==> src/rtl/seq_divider.sv <==
// Multi-cycle unsigned restoring divider: one quotient bit per clock, valid/ready
// on both the operand and the result side, with divide-by-zero reported as a flag.
module seq_divider #(
    parameter int N = 8
) (
    input  logic         clk,
    input  logic         rst,
    input  logic         in_valid,
    output logic         in_ready,
    input  logic [N-1:0] A,
    input  logic [N-1:0] B,
    output logic         out_valid,
    input  logic         out_ready,
    output logic [N-1:0] Quot,
    output logic [N-1:0] Rem,
    output logic         div_by_zero,
    output logic [1:0]   state_dbg
);

    // Handshakes: a transfer happens on a rising clk edge where valid && ready.
    // valid, once raised, stays high until that transfer; ready may toggle freely.

    localparam int CW = $clog2(N);

    typedef enum logic [1:0] {
        IDLE = 2'd0,
        CALC = 2'd1,
        DONE = 2'd2
    } state_t;

    state_t         state, state_next;
    logic [N-1:0]   q_reg;
    logic [N:0]     r_reg;
    logic [N-1:0]   d_reg;
    logic [CW-1:0]  cnt;

    logic [N:0]     r_shift;
    logic [N:0]     r_trial;
    logic           q_bit;
    logic [N:0]     r_next;
    logic [N-1:0]   q_next;

    assign in_ready  = (state == IDLE);
    assign out_valid = (state == DONE);
    assign state_dbg = state;

    // R stays below D between steps, so the shifted remainder always fits in N+1 bits.
    assign r_shift = {r_reg[N-1:0], q_reg[N-1]};
    assign r_trial = r_shift - {1'b0, d_reg};
    assign q_bit   = ~r_trial[N];
    assign r_next  = q_bit ? r_trial : r_shift;
    assign q_next  = {q_reg[N-2:0], q_bit};

    always_ff @(posedge clk or posedge rst) begin
        if (rst) state <= IDLE;
        else     state <= state_next;
    end

    always_comb begin
        state_next = state;
        case (state)
            IDLE:    if (in_valid) state_next = (B == '0) ? DONE : CALC;
            CALC:    if (cnt == '0) state_next = DONE;
            DONE:    if (out_ready) state_next = IDLE;
            default: state_next = IDLE;
        endcase
    end

    always_ff @(posedge clk or posedge rst) begin
        if (rst) begin
            q_reg       <= '0;
            r_reg       <= '0;
            d_reg       <= '0;
            cnt         <= '0;
            Quot        <= '0;
            Rem         <= '0;
            div_by_zero <= 1'b0;
        end else begin
            case (state)
                IDLE: begin
                    if (in_valid) begin
                        if (B == '0) begin
                            Quot        <= '1;
                            Rem         <= A;
                            div_by_zero <= 1'b1;
                        end else begin
                            q_reg <= A;
                            r_reg <= '0;
                            d_reg <= B;
                            cnt   <= CW'(N - 1);
                        end
                    end
                end
                CALC: begin
                    q_reg <= q_next;
                    r_reg <= r_next;
                    cnt   <= cnt - CW'(1);
                    if (cnt == '0) begin
                        Quot        <= q_next;
                        Rem         <= r_next[N-1:0];
                        div_by_zero <= 1'b0;
                    end
                end
                default: ;
            endcase
        end
    end

endmodule
==> config.mk <==
export PLATFORM = sky130hd
export DESIGN_NAME = seq_divider
export DESIGN_NICKNAME = d
export VERILOG_FILES = /design/src/rtl/seq_divider.sv
export SDC_FILE = /design/constraint.sdc
export NUM_CORES = 1
export LEC_CHECK = 0
export CAP_MARGIN = 10
export CORE_ASPECT_RATIO = 0.7
export CORE_MARGIN = 5
export CORE_UTILIZATION = 30
export DETAILED_ROUTE_END_ITERATION = 10
export GPL_ROUTABILITY_DRIVEN = 1
export PLACE_DENSITY_LB_ADDON = 0.15
export REMOVE_ABC_BUFFERS = 1
export SLEW_MARGIN = 20
export SYNTH_ARGS = -nofsm -noshare
export SYNTH_HDL_FRONTEND = slang
export SYNTH_SLANG_ARGS = --single-unit
export TNS_END_PERCENT = 50
==> constraint.sdc <==
create_clock -name clk -period 2.9 [get_ports clk]
set_clock_uncertainty 0.1 [all_clocks]
set_input_delay 0.58 -clock clk [delete_from_list [all_inputs] [get_ports clk]]
set_output_delay 0.58 -clock clk [all_outputs]
set_load 0.05 [all_outputs]
==> reports/summary.txt <==
Clock tree from TritonCTS -> yes
Static Leak -> 1.49 nW
Crit path max-delay family -> compound AO/OA/AOI/OAI gates
Drt pass-1 iters -> 4
Final Setup Violations -> 0
CP Capture Point -> Rem[0]
Pint -> 0.00259 W
First-pass GRT wire length -> 13200 um
Cell Pwr Density -> 1440 nW/um^2
CP arrival -> 2.73 ns
Design Area, Final -> 3500 sq um
GR Util All Layers -> 14.5%
Vias per std cell -> 5.19
Sw frac -> 48.8%
Ys flop type -> dfrtp_1
Seq cells post-synth -> 46
Minimum clock period -> 2.65 ns
Largest net degree at the start of global routing -> 26
Starting Density -> 30.7%
Netlist cell types -> 55
Crit. End Element -> register
Row cnt -> 29
Post-synth top area cell -> dfrtp_1
Synthesized area per cell -> 8.92 sq um
Worst r2r dst -> Rem[0]
Clock Pin Slew Worst Setup and Hold Paths -> 0.06 ns
WS Path Type -> reg2reg
Die W -> 125 um
Crit-path max FO -> 6
Post-synth EDFFs -> 0
Net Sw Power -> 0.00247 W
Maxcap violations -> 0
WP buf/inv -> 3
PortBufs -> 40
Final period util -> 91.4%
Syn Inst Count -> 311
FMAX -> 377 MHz
Yosys top cell area share -> 41.5%
Max Slew Vio Count -> 0
Mean routed wirelength per cell -> 16.3 um
Total number of vias -> 2476
Worst setup path startpoint -> q_reg[7]
Hold slack -> 0.396 ns
Post-synthesis cell area -> 2780 sq um
Sequential area share after synthesis -> 41.5%
Headroom to the max-slew limit -> 57.2%
RR Startpoint -> q_reg[7]
WL final -> 7790 um
Post-DP HPWL -> 5930 um
Status -> complete, no violations
R2r setup slk -> 0.25 ns
Drt first-iter violations -> 169
Most common cell in the synthesized netlist -> dfrtp_1
Worst Path Required -> 2.98 ns
Largest cells by area after synthesis -> dfrtp_1, nand2_1, nor2_1
IO Pins -> 41
Die H -> 90.5 um
Most frequent CP cell -> inv_1
Grt total ovfl -> 0
RePlAce Congestion -> 0.849
Crit. path cell count -> 9
Total CTS buffers -> 5
Worst path max stage delay -> 0.42 ns
Worst reg2reg path depth -> 9
Comb power frac -> 64.9%
Path category of the worst min-delay check -> reg2reg
Layout Utilization -> 38.8%
Setup bufs post-CTS -> 0
Antenna-violating nets left -> 0
Resize count post-CTS -> 0
Sequential Power Share -> 23.3%
Setup TNS -> 0 ns
Drc violations -> 0
Synth warn -> 0
FFs w/ async S/R, synth -> 100%
Worst Setup Start Kind -> register
Root buffer cell -> clkbuf_16
Worst-margin pin slew -> 0.625 ns
Vias in the first global route -> 2413
Die Area -> 11300 sq um
CP cell instances -> inv_1, ha_1, inv_1, fa_1, a211oi_2, o211a_1, o211ai_2, buf_12, o41ai_1
Clk Latency, worst-skew pair -> 0.29 ns
RSZ-0062 raised after global routing -> no
Commonest cells post-synth -> dfrtp_1, nand2_1, nor2_1, a21oi_1, o21ai_0
# hold bufs at CTS -> 0
Area delta synth->final -> 26.3%
Clock Sinks -> 46
Slowest cell on crit path -> dfrtp_1
Placed inst area -> 3360 sq um
Core Region -> 9030 sq um
Clock network power share -> 11.8%
# nets final -> 383
Peak VDD IR -> 0.440 mV
Final Hold Fails -> 0
H-tree depth -> 2
Share of layout cells above drive strength 1 -> 9.35%
Inserted Diodes -> 0
Deepest clock path buffer count -> 2
Initial antenna violation count -> 0
cell usage in the layout (no fill, tap or decap), drive strengths merged, types with 3 or more instances in the layout:
cell type,n
a21oi,19
nor4,3
clkbuf,7
ha,10
a31oi,9
dfrtp,46
nand4b,3
nor3,7
o31ai,3
a32oi,6
o22a,6
nor2,35
o211a,8
or4,3
inv,16
buf,18
and2,3
clkdlybuf4s50,39
xor2,4
mux2,3
o2111ai,8
a21o,3
o211ai,3
nand2,40
o21ai,20
cells by family (layout without fill, tap and decap cells):
family | count (synthesis) | count (layout) | share of synthesized area, %
and+or+nand+nor | 102 | 102 | 16.3
buffers and inverters | 40 | 82 | 7.21
muxes | 4 | 4 | 1.71
xor gates and xnor gates | 5 | 5 | 1.58
DFF | 46 | 46 | 41.5
adders and majority gates | 11 | 11 | 5.23
AOI/OAI and AO/OA | 103 | 103 | 26.5
layer usage:
metal  wire (um)  track usage [%]  vias to the layer above
li1            -                -                     1220
met1        4230             22.8                     1199
met2        3140             19.8                       53
met3         370             3.07                        4
met4          56             3.52                        0
met5           0                0                        -
power by group through the flow:
| stage | clock network, W | logic [W] | registers (W) |
|---|---|---|---|
| after floorplan | 0 | 0.00176 | 0.00152 |
| after global placement | 0 | 0.00325 | 0.00119 |
| after detailed placement | 0 | 0.00328 | 0.00119 |
| after CTS | 0.000613 | 0.00329 | 0.00118 |
| after global routing | 0.000643 | 0.00363 | 0.00122 |
| final | 0.000598 | 0.00328 | 0.00118 |
how the worst min path moves through the flow:
stage           start     end  slack [ns]  cells after the start
2_1_floorplan  cnt[0]  cnt[0]        0.36                      1
3_3_place_gp   cnt[0]  cnt[0]        0.38                      1
3_5_place_dp   cnt[0]  cnt[0]        0.38                      1
4_1_cts        cnt[0]  cnt[0]        0.40                      1
5_1_grt        cnt[0]  cnt[0]        0.44                      1
6_report       cnt[0]  cnt[0]        0.40                      1
cell type report:
| cell class | instances | area, sq um |
|---|---|---|
| tap | 124 | 155 |
| timing repair buffer | 57 | 563 |
| sequential | 46 | 1150 |
| fill | 913 | 5530 |
| inverter | 17 | 63.8 |
| clock inverter | 1 | 5.00 |
| clock buffer | 7 | 143 |
| multi-input combinational | 225 | 1420 |
per-stage QoR:
stage / total power [W] / setup WS (ns) / cells
floorplan: 0.00328 / 0.263 / 288
global placement: 0.00444 / 0.211 / 469
detailed placement: 0.00447 / 0.181 / 469
CTS: 0.00509 / 0.240 / 477
global route: 0.00549 / 0.0667 / 477
finish: 0.00505 / 0.249 / 477
(Power assumes the default switching activity.)
